<file path="src/rtl/if_fetch_buf_pkg.sv">
// Shared definitions for the instruction fetch buffer.
// Contents: default address/data widths, reset PC, NOP encoding, fetch FSM states.
package if_fetch_buf_pkg;

    localparam int unsigned AddrWidthDef = 32;
    localparam int unsigned DataWidthDef = 32;
    localparam logic [31:0] ResetPc      = 32'h0000_0000;
    localparam logic [31:0] NopInst      = 32'h0000_0013;

    typedef enum logic {
        StIdle = 1'b0,
        StReq  = 1'b1
    } fetch_state_e;

endpackage

</file>
<file path="src/rtl/if_fetch_buf_fifo.sv">
// if_fifo: parameterised synchronous FIFO with asynchronous active-high reset.
// Ports:
//   clk_i, rst_i      clock / async reset
//   flush_i           empties the FIFO; wins over push/pop
//   push_i, wdata_i   write port; push while full is accepted only together with pop
//   pop_i             removes the head (ignored when empty)
//   rdata_o           head entry
//   full_o, empty_o   status
//   count_o           number of stored entries
module if_fifo #(
    parameter int unsigned Width = 32,
    parameter int unsigned Depth = 4,
    localparam int unsigned PtrW = $clog2(Depth),
    localparam int unsigned CntW = $clog2(Depth) + 1
) (
    input  logic             clk_i,
    input  logic             rst_i,
    input  logic             flush_i,
    input  logic             push_i,
    input  logic [Width-1:0] wdata_i,
    input  logic             pop_i,
    output logic [Width-1:0] rdata_o,
    output logic             full_o,
    output logic             empty_o,
    output logic [CntW-1:0]  count_o
);

    logic [Width-1:0] mem_q [Depth];
    logic [PtrW-1:0]  wptr_q, rptr_q;
    logic [CntW-1:0]  count_q;
    logic             do_push, do_pop;

    function automatic logic [PtrW-1:0] ptr_inc(input logic [PtrW-1:0] p);
        return (p == PtrW'(Depth - 1)) ? '0 : p + PtrW'(1);
    endfunction

    assign full_o  = (count_q == CntW'(Depth));
    assign empty_o = (count_q == '0);
    assign count_o = count_q;
    assign rdata_o = mem_q[rptr_q];

    // At full the write slot equals the head slot, which is being popped this cycle.
    assign do_push = push_i && (!full_o || pop_i);
    assign do_pop  = pop_i && !empty_o;

    // Storage is reset too, so the head output reads 0 after reset.
    always_ff @(posedge clk_i or posedge rst_i) begin
        if (rst_i) begin
            wptr_q  <= '0;
            rptr_q  <= '0;
            count_q <= '0;
            for (int unsigned i = 0; i < Depth; i++) begin
                mem_q[i] <= '0;
            end
        end else if (flush_i) begin
            wptr_q  <= '0;
            rptr_q  <= '0;
            count_q <= '0;
        end else begin
            if (do_push) begin
                mem_q[wptr_q] <= wdata_i;
                wptr_q        <= ptr_inc(wptr_q);
            end
            if (do_pop) begin
                rptr_q <= ptr_inc(rptr_q);
            end
            if (do_push && !do_pop) begin
                count_q <= count_q + CntW'(1);
            end else if (!do_push && do_pop) begin
                count_q <= count_q - CntW'(1);
            end
        end
    end

endmodule

</file>
<file path="src/rtl/if_fetch_buf.sv">
// if_fetch_buf: fetch stage between the PC register and IF/ID.
// Accepts PCs (pc_i/ce_i, pc_ready_o), issues in-order imem reads (req/gnt/rvalid), buffers
// {pc, inst} pairs and presents them to decode (id_valid_o/id_ready_i). flush_i discards
// everything buffered or in flight.
// Ports: clk_i, rst_i (async, active-high); pc_i, ce_i, pc_ready_o; flush_i;
//        imem_req_o, imem_addr_o, imem_gnt_i, imem_rvalid_i, imem_rdata_i;
//        id_valid_o, id_pc_o, id_inst_o, id_ready_i.
// Option: define IF_FETCH_BUF_BYPASS_EN to forward a response straight to decode when the
//         buffer is empty (same-cycle id_valid_o).
module if_fetch_buf
    import if_fetch_buf_pkg::*;
#(
    parameter int unsigned ADDR_WIDTH = AddrWidthDef,
    parameter int unsigned DATA_WIDTH = DataWidthDef,
    parameter int unsigned DEPTH      = 4,
    parameter int unsigned MAX_OUTST  = 2
) (
    input  logic                  clk_i,
    input  logic                  rst_i,
    input  logic [ADDR_WIDTH-1:0] pc_i,
    input  logic                  ce_i,
    output logic                  pc_ready_o,
    input  logic                  flush_i,
    output logic                  imem_req_o,
    output logic [ADDR_WIDTH-1:0] imem_addr_o,
    input  logic                  imem_gnt_i,
    input  logic                  imem_rvalid_i,
    input  logic [DATA_WIDTH-1:0] imem_rdata_i,
    output logic                  id_valid_o,
    output logic [ADDR_WIDTH-1:0] id_pc_o,
    output logic [DATA_WIDTH-1:0] id_inst_o,
    input  logic                  id_ready_i
);

    localparam int unsigned CntW  = $clog2(DEPTH) + 1;
    localparam int unsigned OutW  = $clog2(MAX_OUTST) + 1;
    localparam int unsigned PairW = ADDR_WIDTH + DATA_WIDTH;

    fetch_state_e          state_q, state_d;
    logic [ADDR_WIDTH-1:0] addr_q, addr_d;
    logic [OutW-1:0]       outst_q, outst_d;
    logic [OutW-1:0]       drop_q, drop_d;

    logic                  gnt_ok, byp, fifo_push, fifo_pop;
    logic                  fifo_full, fifo_empty, pend_full, pend_empty;
    logic [CntW-1:0]       fifo_count;
    logic [OutW-1:0]       pend_count;
    logic [PairW-1:0]      head;
    logic [ADDR_WIDTH-1:0] pend_pc;
    logic [31:0]           used;

    assign gnt_ok = (state_q == StReq) && imem_gnt_i;

    // Credits: buffered + in flight + the request being presented never exceed DEPTH,
    // so every granted read is guaranteed a buffer slot.
    assign used = 32'(fifo_count) + 32'(outst_q) + 32'(state_q == StReq);

    assign pc_ready_o = !rst_i && (state_q == StIdle) && !flush_i && (used < DEPTH) &&
                        (32'(outst_q) < MAX_OUTST);

    assign imem_req_o  = (state_q == StReq);
    assign imem_addr_o = addr_q;

`ifdef IF_FETCH_BUF_BYPASS_EN
    assign byp = fifo_empty && (drop_q == '0) && imem_rvalid_i && !flush_i && !rst_i;
`else
    assign byp = 1'b0;
`endif

    assign fifo_push = imem_rvalid_i && (drop_q == '0) && !(byp && id_ready_i);
    assign fifo_pop  = !fifo_empty && id_ready_i;

    assign id_valid_o = !fifo_empty || byp;
    assign id_pc_o    = byp ? pend_pc : head[PairW-1:DATA_WIDTH];
    assign id_inst_o  = byp ? imem_rdata_i : head[DATA_WIDTH-1:0];

    always_comb begin
        state_d = state_q;
        addr_d  = addr_q;
        unique case (state_q)
            StIdle: begin
                if (ce_i && pc_ready_o) begin
                    state_d = StReq;
                    addr_d  = pc_i;
                end
            end
            StReq: begin
                // An ungranted request is cancelled by a flush.
                if (imem_gnt_i || flush_i) begin
                    state_d = StIdle;
                end
            end
            default: state_d = StIdle;
        endcase
    end

    always_comb begin
        outst_d = outst_q + OutW'(gnt_ok) - OutW'(imem_rvalid_i);
        drop_d  = drop_q;
        if (flush_i) begin
            // Every read still unanswered after this cycle, including one granted now.
            drop_d = outst_d;
        end else if (imem_rvalid_i && (drop_q != '0)) begin
            drop_d = drop_q - OutW'(1);
        end
    end

    always_ff @(posedge clk_i or posedge rst_i) begin
        if (rst_i) begin
            state_q <= StIdle;
            addr_q  <= ADDR_WIDTH'(ResetPc);
            outst_q <= '0;
            drop_q  <= '0;
        end else begin
            state_q <= state_d;
            addr_q  <= addr_d;
            outst_q <= outst_d;
            drop_q  <= drop_d;
        end
    end

    if_fifo #(
        .Width (PairW),
        .Depth (DEPTH)
    ) u_buf (
        .clk_i   (clk_i),
        .rst_i   (rst_i),
        .flush_i (flush_i),
        .push_i  (fifo_push),
        .wdata_i ({pend_pc, imem_rdata_i}),
        .pop_i   (fifo_pop),
        .rdata_o (head),
        .full_o  (fifo_full),
        .empty_o (fifo_empty),
        .count_o (fifo_count)
    );

    // Pending PCs survive a flush so that late responses still pop the matching entry.
    if_fifo #(
        .Width (ADDR_WIDTH),
        .Depth (MAX_OUTST)
    ) u_pend (
        .clk_i   (clk_i),
        .rst_i   (rst_i),
        .flush_i (1'b0),
        .push_i  (gnt_ok),
        .wdata_i (addr_q),
        .pop_i   (imem_rvalid_i),
        .rdata_o (pend_pc),
        .full_o  (pend_full),
        .empty_o (pend_empty),
        .count_o (pend_count)
    );

    logic unused_status;
    assign unused_status = ^{fifo_full, pend_full, pend_empty, pend_count};

endmodule

</file>
<file path="config.mk">
export PLATFORM = sky130hd
export DESIGN_NAME = if_fetch_buf
export DESIGN_NICKNAME = d
export VERILOG_FILES = /design/src/rtl/if_fetch_buf_pkg.sv /design/src/rtl/if_fetch_buf_fifo.sv /design/src/rtl/if_fetch_buf.sv
export SDC_FILE = /design/constraint.sdc
export NUM_CORES = 1
export LEC_CHECK = 0
export CORE_UTILIZATION = 50
export CTS_CLUSTER_DIAMETER = 80
export DETAILED_ROUTE_END_ITERATION = 10
export GPL_ROUTABILITY_DRIVEN = 0
export PLACE_DENSITY = 0.72
export SKIP_LAST_GASP = 1
export SLEW_MARGIN = 40
export SYNTH_ARGS = -nofsm -noshare
export SYNTH_HDL_FRONTEND = slang
export SYNTH_SLANG_ARGS = --single-unit
</file>
<file path="constraint.sdc">
create_clock -name clk_i -period 22.1 [get_ports clk_i]
set_input_delay 4.42 -clock clk_i [delete_from_list [all_inputs] [get_ports clk_i]]
set_output_delay 4.42 -clock clk_i [all_outputs]
set_load 0.01 [all_outputs]
</file>
# After elaboration in Yosys (flattened, before gate mapping)
# Index checks and enable logic that the tools add are counted.
dict set report op_classes {
  addsub 13
  magnitude_cmp 8
  eq_ne 4
  n_mux 30
  bitwise 6
  n_reduce_logical 43
}
# cell n
set ops {}
lappend ops {{$bwmux 256} 1}
lappend ops {{$mux 64} 3}
lappend ops {{$bmux 64 s2} 1}
lappend ops {{$demux 64 s2} 1}
lappend ops {{$mux 32} 4}
lappend ops {{$bwmux 64} 1}
lappend ops {{$demux 32 s1} 1}
lappend ops {{$mux 2} 10}
lappend ops {{$logic_and 1x1->1} 19}
lappend ops {{$logic_not 1->1} 10}
lappend ops {{$reduce_bool 2->1} 5}
lappend ops {{$mux 3} 3}
lappend ops {{$add 2x1->2 const B} 3}
lappend ops {{$eq 2x2->1 const B} 3}
lappend ops {{$ge 3x3->1 const B} 2}
lappend ops {{$not 2->3} 2}
lappend ops {{$add 4x1->5} 1}
lappend ops {{$lt 5x3->1 const B} 1}
lappend ops {{$add 3x2->4} 1}
lappend ops {{$ge 2x2->1 const B} 2}
lappend ops {{$logic_not 2->1} 2}
lappend ops {{$mux 1} 4}
lappend ops {{$not 1->2} 2}
lappend ops {{$reduce_and 2->1} 2}
lappend ops {{15 further kinds} 20}
dict set report totals {
  reg_bits 368
  out_inout_bits 99
}

# Longest topological paths before layout
# Gate-level depths: netlist of run 1.
dict set report depth {
  word_depth 10
  mapped_depth 9
  depth_no_buf 8
}

# Hierarchy
# A second synthesis of run 1 with hierarchy kept.
dict set report unflattened {
  hier_cells 980
  area_unflattened_um2 17380.4
}
# mod instances cells_each area_per_inst_um2
set by_module_without_submodules {}
lappend by_module_without_submodules {{if_fifo (u_buf)} 1 678 12569.6}
lappend by_module_without_submodules {{if_fifo (u_pend)} 1 199 3134.3}
lappend by_module_without_submodules {if_fetch_buf 1 103 1676.6}

# Least setup slack after synthesis of run 1
# OpenSTA, ideal clock, no wires.
dict set report synth_timing {
  path_kind {input-to-output}
  startpoint {in flush_i}
  endpoint {out pc_ready_o}
  arrival_ns 5.078
  slack_ns 12.602
  path_stages 3
  path_buffers 1
  cell_sequence {clkbuf_1 -> nor4_1 -> and2_1}
}
dict set report synth_between {
  elab_chain_len 4
}
# item line_no
set synth_lines {}
lappend synth_lines {{start: declaration} if_fetch_buf.sv:23} ;# input logic flush_i,
lappend synth_lines {{$logic_not 1->1} if_fetch_buf.sv:58} ;# assign pc_ready_o = !rst_i && (state_q == StIdle) && !flush_i && (used < DEPTH) &&
lappend synth_lines {{$logic_and 1x1->1 (3 in a row)} if_fetch_buf.sv:58}
lappend synth_lines {{end: declaration} if_fetch_buf.sv:22} ;# output logic pc_ready_o,
# No other way between the ends.

# Final worst setup path of run 1
# Ends and elaborated chain as after synthesis.

==> flow_summary.toml, run 1 <==
[clock_tree]
clockBufferDepth = 3
clk_pin_slew_ns = 0.06
clk_latency_ns = 0.52
cts.repair.resized = 0
postCtsHoldBufs = 0
cts_tree = "built"
cts_made_buffers = 40
h-tree-depth = 2
cts_setup_buffers = 0
cts_root_buf = "clkbuf_16"
cts.sinks = 368

[detailed_routing]
ant_nets = 0
drt_iter0_drc = 408
via_per_inst = 5.48
vias = 8775
dr.pass1.iters = 4
wl_per_cell_um = 20.3
drc_errors = 0
wl_um = 32600

[floorplan]
io_pins = 170
die_h_um = 183
rows = 65
initial_utilization = 0.515
core_area_mm2 = 0.0319
die_area_mm2 = 0.0335
fp.dieW_um = 183

[layout]
nFillCells = 2433
multiInputGateArea_mm2 = 0.00674
area_growth_pct = 20.4
drive_above_1_share = 0.451
nNetsFinal = 1215
seq_area_mm2 = 0.00922

[synthesis]
synth_compound_area_frac = 0.0113
synth_top_cell_by_area = "dfrtp_1"
ys_warn_count = 0
syn_nets = 1057
seq_area_frac_synth = 0.561
synth-adder-area-share = 0.00961
synth_edf_count = 0
synth_area_leaders = "dfrtp_1 (56%), mux2_2 (21%), mux4_2 (8.8%), mux2_4 (5.5%), mux2_1 (1.3%)"
ys_types = 51
synthCells = 974
ys.flop_type = "dfrtp_1"
synthXorXnorAreaFrac = 0.00480
synth_top_area_frac = 0.561
ys_async_sr_fraction = 1.00
synthesis.area_mm2 = 0.0164
yosys.area_share.simple = 0.0145
synth_mux_area_frac = 0.368
syn_area_per_cell_um2 = 16.8
ys_ff_latch = 368
synth_top_family_by_area = "multiplexers"

[place]
io_buffers = 169
hpwl_um = 19400
post-place-ws_ns = 11.14

[global_route]
grt_pass1_vias = 9542
antenna_found_initial = 2
grt_pass1_wl_um = 53400
grt_overflow = 0
grt.total_usage = 0.204
grt_max_degree = 117

[setup_path]
required_ns = 17.68
path_cells = "clkdlybuf4s50_1 -> nor4_1 -> and2_1 -> clkdlybuf4s50_1"
cp-startpoint = "flush_i"
r2r.worst_path.cells = 6
cp_max_fo = 19
critPathSlowestCell = "clkdlybuf4s50_1"
critical_path.max_stage_delay_ns = 0.73
critPathKind = "in2out"
r2r_slack_ns = 19.29
rr_startpoint = "drop_q[0]"
end_kind = "output pin"
crit_arrival_ns = 6.53
critPathCapture = "pc_ready_o"
rr_endpoint = "u_buf.mem_q[140]"
crit_top_cell = "clkdlybuf4s50_1"
startpoint_type = "primary input"

[timing]
whs_ns = 0.481
hold_viol = 0
tightest_slew_ns = 0.724
setup_ws_ns = 11.15
slew_viol_final = 0
period_minus_slack_ns = 10.95
fmax_mhz = 91.3
clock_skew_ns = 0.0118
rsz0062_at_grt = "false"
slew_headroom = 0.517
setup_viol_count_final = 0
fin_tns_setup_ns = 0
fin_crit_sh = 0.496

[status]
outcome = "finished, final reports clean"

[power]
p_leak_nw = 9.31
p_per_area_mw_per_mm2 = 126
ir_drop_uv = 83.3

[run]
maxCapViolCount = 0

[hold_path]
hold_class = "reg2reg"
hp-start = "u_pend.mem_q[45]"
-- final cells by class --
| class | count | share of cell area |
|---|---|---|
| Multi-Input combinational cell | 533 | 0.341 |
| Inverter | 10 | 0.00253 |
| Clock inverter | 8 | 0.00621 |
| Antenna cell | 1 | 0.000127 |
| Clock buffer | 66 | 0.0638 |
| Tap cell | 435 | 0.0275 |
| Timing Repair Buffer | 179 | 0.0923 |
| Sequential cell | 368 | 0.467 |
-- worst min-delay path by stage --
stage                             to  slack [ns]  cells after the start
global route        u_pend.mem_q[47]        0.50                      1
finish              u_pend.mem_q[45]        0.48                      1
floorplan           u_pend.mem_q[42]        0.45                      1
detailed placement  u_pend.mem_q[43]        0.47                      1
global placement    u_pend.mem_q[45]        0.47                      1
CTS                 u_pend.mem_q[42]        0.49                      1
-- critical path, delay by kind of cell --
kind	cells	cell delay, ns
buf+inv	2	1.27
simple gates	2	0.84
-- metrics by stage --
step / utilization / total power [mW] / std cells / instance area (µm²)
finish: 0.620 / 2.48 / 1600 / 19800
global route: 0.620 / 2.61 / 1599 / 19800
CTS: 0.619 / 2.51 / 1599 / 19700
detailed placement: 0.576 / 1.82 / 1525 / 18400
global placement: 0.574 / 1.79 / 1523 / 18300
floorplan: - / 1.48 / 974 / 16400
-- where the power goes --
part	internal, mW	switching (mW)
combinational	0.502	0.288
sequential	0.858	0.148
clock	0.424	0.260
total	1.78	0.696
-- cells in the mapped netlist, types with 2 or more instances --
cell / number
mux2_2: 307
buf_2: 24
clkbuf_1: 15
nor3_1: 2
mux4_2: 64
xor2_1: 2
or4b_1: 4
buf_12: 6
buf_6: 14
or4_2: 2
ha_1: 11
inv_1: 10
dfrtp_1: 368
and2_1: 2
nor2_1: 5
mux2_4: 60
mux2_1: 19
a21oi_1: 5
and3b_2: 2
o21ai_0: 8
xnor2_1: 7
buf_1: 4
nand2_1: 3
mux2i_1: 2
nand3_1: 2
-- cell families after synthesis --
| group | after synthesis |
|---|---|
| AOI/OAI and AO/OA | 27 |
| xor gates and xnor gates | 9 |
| adders and majority gates | 12 |
| buffers and inverters | 73 |
| DFF | 368 |
| muxes | 452 |
| and+or+nand+nor | 33 |
-- registers in the layout (all words and copies together), names as in the netlist --
signal	count
u_buf.mem_q	256
u_pend.mem_q	64
u_buf.count_o	3
u_pend.rptr_q	1
u_buf.wptr_q	2
imem_addr_o	32
u_pend.wptr_q	1
u_buf.rptr_q	2
u_pend.count_o	2
imem_req_o	1
outst_q	2
drop_q	2
-- cells in the final DEF, fill, tap and decap left out, types with 7 or more instances in the layout --
cell	instances
dfrtp_1	365
mux2_2	307
clkdlybuf4s50_1	169
mux4_2	64
mux2_4	60
clkbuf_16	41
mux2_1	19
clkbuf_8	14
ha_1	11
clkbuf_1	11
inv_1	9
o21ai_0	8
xnor2_1	7
-- per-layer routing --
layer,GRT usage,part of all wire,vias up
met4,0.0477,0.016,2
met5,0,0.00049,-
li1,-,-,3945
met3,0.0361,0.039,45
met1,0.292,0.48,4614
met2,0.325,0.47,169
No activity file was read; power rests on OpenSTA's default activity.
==> run 2: changes to the inputs <==
- clock period: 22.1 -> 10.9 ns (I/O delays scaled with it)
==> run 2 against run 1 <==
Net effect:
- routed wire length fell by 1.0%
- sequential cell count stayed put
- via count about the same
- global-route usage down 0.21 points
- utilization decreased by 0.29 points
- critical path type unchanged
==> flow_summary.toml, run 2 (synthesized netlist as in run 1, its figures left out) <==
[layout]
nNetsFinal = 1218
utilization = 0.617
antenna_cells = 0
final_cells = 1598
fin_area_mm2 = 0.0197
final_common_cell = "dfrtp_1"
drive_above_1_share = 0.451
area_growth_pct = 19.8
layout_common_cells = "dfrtp_1 (365), mux2_2 (307), clkdlybuf4s50_1 (169)"
top_register = "u_buf.mem_q"
largest_reg_flops = 256

[clock_tree]
h-tree-depth = 2
postCtsHoldBufs = 0
clockBufferDepth = 3
cts_root_buf = "clkbuf_16"
cts_tree = "built"
clk_pin_slew_ns = 0.05
cts_setup_buffers = 0
cts_made_buffers = 40
cts.repair.resized = 0
cts.sinks = 368
clk_latency_ns = 0.52

[setup_path]
end_kind = "output pin"
required_ns = 8.72
rr_startpoint = "u_buf.count_o[1]"
startpoint_type = "primary input"
r2r.worst_path.cells = 4
cp_max_fo = 19
crit_arrival_ns = 4.33
r2r_slack_ns = 7.96
critPathCapture = "pc_ready_o"
rr_endpoint = "u_buf.mem_q[252]"
cp-startpoint = "flush_i"
critPathKind = "in2out"

[power]
p_leak_nw = 9.27
p_per_area_mw_per_mm2 = 253
ir_drop_uv = 132
total_power_mw = 4.97

[floorplan]
core_area_mm2 = 0.0319
initial_utilization = 0.515
fp.dieW_um = 183
die_area_mm2 = 0.0335
rows = 65
die_h_um = 183
io_pins = 170

[global_route]
grt_pass1_vias = 9511
gr-usage-met1 = 0.294
grt_util_met2 = 0.317
antenna_found_initial = 1
grt_max_degree = 79
grt_use_met3 = 0.0346
grt.total_usage = 0.202
grt_overflow = 0
grt_most_used_layer = "met2"
grt_pass1_wl_um = 52800

[timing]
tightest_slew_ns = 0.798
slew_headroom = 0.468
rsz0062_at_grt = "false"
setup_viol_count_final = 0
hold_viol = 0
fin_crit_sh = 0.597
clock_skew_ns = 0.0119
fin_tns_setup_ns = 0
fmax_mhz = 154
slew_viol_final = 0
period_minus_slack_ns = 6.51

[status]
outcome = "finished, final reports clean"

[run]
maxCapViolCount = 0

[detailed_routing]
dr.pass1.iters = 4
drt_iter0_drc = 328
wl_per_cell_um = 20.2
wl_um = 32200
via_per_inst = 5.49
drc_errors = 0
vias = 8779
ant_nets = 0

[hold_path]
hold_class = "reg2reg"

[place]
place_area_mm2 = 0.0183
placed_cells = 1527
io_buffers = 169
hpwl_um = 19000
-- run 2: worst max-delay path, cell delays in order --
cell	delay, ns
clkdlybuf4s50_1	0.74
nor4_1	0.66
and2_1	0.21
clkdlybuf4s50_1	0.53
-- run 2: how the worst min path moves through the flow --
stage | startpoint | endpoint | slack (ns) | cells after the start
floorplan | u_pend.mem_q[42] | u_pend.mem_q[42] | 0.45 | 1
global placement | u_pend.mem_q[47] | u_pend.mem_q[47] | 0.47 | 1
detailed placement | u_pend.mem_q[44] | u_pend.mem_q[44] | 0.48 | 1
CTS | u_pend.mem_q[44] | u_pend.mem_q[44] | 0.49 | 1
global route | u_pend.mem_q[44] | u_pend.mem_q[44] | 0.50 | 1
finish | u_pend.mem_q[44] | u_pend.mem_q[44] | 0.48 | 1
-- run 2: where the power goes --
group	total (mW)	leakage, nW	internal [mW]	switching, mW
combinational	1.61	3.72	1.02	0.585
clock	1.34	0.647	0.810	0.530
sequential	2.03	4.91	1.74	0.290
total	4.97	9.27	3.57	1.40
-- run 2: routing by layer --
layer / part of all wire / wire (µm)
met1: 0.47 / 15000
met2: 0.47 / 15200
met3: 0.046 / 1480
met4: 0.018 / 564
met5: 0.00040 / 13
-- run 2: final cells by class --
class,instances,area (µm²)
fillers,2405,12200
flip-flops and latches,368,9220
multi-input cells,533,6740
repair buffers,182,1820
clock buffers,58,1160
well taps,435,544
clock inverters,12,146
inverters,10,41.3
-- run 2: through the flow --
stage | worst slack [ns] | hold WS (ns)
4_1_cts | 4.40 | 0.487
2_1_floorplan | 3.78 | 0.454
6_report | 4.39 | 0.480
3_5_place_dp | 4.40 | 0.475
5_1_grt | 4.29 | 0.496
3_3_place_gp | 4.58 | 0.465
==> run 3: changes to the inputs <==
- clock period: 10.9 -> 6.8 ns (I/O delays scaled with it)
==> run 3 against run 2 <==
Net effect:
- register-to-register slack lost 4.0 ns
- global-route usage shrank 0.15 points
- final area grew 0.77%
- non-clock buffer count grew 4
- count of clock-buffer cells in the layout grew 2
- clock skew grew 0.0023 ns
- combinational power grew 61%
==> flow_summary.toml, run 3 (synthesized netlist as in run 1, its figures left out) <==
[power]
ir_drop_uv = 234
total_power_mw = 7.93
p_per_area_mw_per_mm2 = 400
p_leak_nw = 9.35

[layout]
area_growth_pct = 20.8
fin_area_mm2 = 0.0198
final_common_cell = "dfrtp_1"
top_register = "u_buf.mem_q"
nFillCells = 2387
antenna_cells = 0
layout_common_cells = "dfrtp_1 (365), mux2_2 (307), clkdlybuf4s50_1 (169)"
drive_above_1_share = 0.453
largest_reg_flops = 256
nNetsFinal = 1222

[detailed_routing]
wl_per_cell_um = 19.9
drt_iter0_drc = 348
ant_nets = 0
wl_um = 31900
vias = 8765
drc_errors = 0
via_per_inst = 5.47
dr.pass1.iters = 4

[global_route]
grt_max_degree = 99
grt_pass1_wl_um = 52700
grt.total_usage = 0.200
grt_pass1_vias = 9461
antenna_found_initial = 1
grt_overflow = 0

[timing]
slew_viol_final = 0
period_minus_slack_ns = 4.84
hold_viol = 0
fin_crit_sh = 0.712
fin_tns_setup_ns = 0
setup_ws_ns = 1.96
setup_viol_count_final = 0
tightest_slew_ns = 0.634
slew_headroom = 0.576
clock_skew_ns = 0.0142
fmax_mhz = 207
rsz0062_at_grt = "false"

[floorplan]
io_pins = 170
die_h_um = 183
die_area_mm2 = 0.0335
initial_utilization = 0.515
core_area_mm2 = 0.0319
rows = 65
fp.dieW_um = 183

[clock_tree]
clk_latency_ns = 0.53
h-tree-depth = 2
cts_made_buffers = 40
cts_tree = "built"
postCtsHoldBufs = 0
cts.repair.resized = 0
cts.sinks = 368
cts_root_buf = "clkbuf_16"
clk_pin_slew_ns = 0.05
clockBufferDepth = 3
cts_setup_buffers = 0

[status]
outcome = "finished, final reports clean"

[place]
io_buffers = 169
place_area_mm2 = 0.0186
post-place-ws_ns = 1.97
hpwl_um = 19600

[setup_path]
startpoint_type = "primary input"
required_ns = 5.44
critPathKind = "in2out"
cp_max_fo = 19
crit_arrival_ns = 3.48
end_kind = "output pin"

[run]
maxCapViolCount = 0

[hold_path]
hold_class = "reg2reg"
## run 3: cell types whose count changed in the layout (fill, tap and decap cells not counted)
cell       previous run  this run
buf_4                 8         3
buf_6                 4         0
clkbuf_8              7         8
bufinv_16             3         1
clkbuf_1             10        11
buf_16                0         2
clkinv_2              6         8
inv_6                 3         2
buf_12                1        12
## run 3: routing by layer
metal  part of all wire  GRT usage  vias to the layer above
li1                   -          -                     3927
met1               0.48      0.292                     4613
met2               0.47      0.313                      179
met3              0.040     0.0336                       44
met4              0.017     0.0493                        2
met5            0.00050          0                        -
## run 3: final timing paths
path / startpoint / endpoint / slack [ns] / cells after the start
worst max-delay path: flush_i / pc_ready_o / 1.96 / 4
worst min-delay path: u_pend.mem_q[45] / u_pend.mem_q[45] / 0.48 / 1
worst max register to register: drop_q[0] / u_buf.mem_q[217] / 3.93 / 7
worst min register to register: u_pend.mem_q[45] / u_pend.mem_q[45] / 0.48 / 1
max in group asynchronous: rst_i / u_buf.mem_q[193] / 4.46 / 4
min in group asynchronous: rst_i / u_buf.count_o[2] / 1.16 / 2
## run 3: final cells by class
| class | count | area, µm² | area share |
|---|---|---|---|
| clock buffers | 60 | 1180 | 0.0594 |
| clock inverters | 11 | 87.6 | 0.00442 |
| inverters | 10 | 41.3 | 0.00208 |
| multi-input cells | 533 | 6740 | 0.340 |
| flip-flops and latches | 368 | 9220 | 0.465 |
| well taps | 435 | 544 | 0.0275 |
| repair buffers | 186 | 2010 | 0.101 |
## run 3: through the flow
stage / std cells / util / hold slack, ns
floorplan: 974 / - / 0.454
CTS: 1603 / 0.622 / 0.484
finish: 1603 / 0.622 / 0.478
global route: 1603 / 0.622 / 0.500
global placement: 1520 / 0.573 / 0.465
detailed placement: 1532 / 0.582 / 0.471
## run 3: critical path: stages
cell	delay (ns)
clkdlybuf4s50_1	0.73
nor4_1	0.64
and2_1	0.21
clkdlybuf4s50_1	0.54
## run 3: power breakdown
group | switching [mW] | leakage [nW] | internal [mW]
logic | 0.951 | 3.80 | 1.65
registers | 0.456 | 4.91 | 2.79
clock network | 0.850 | 0.630 | 1.23
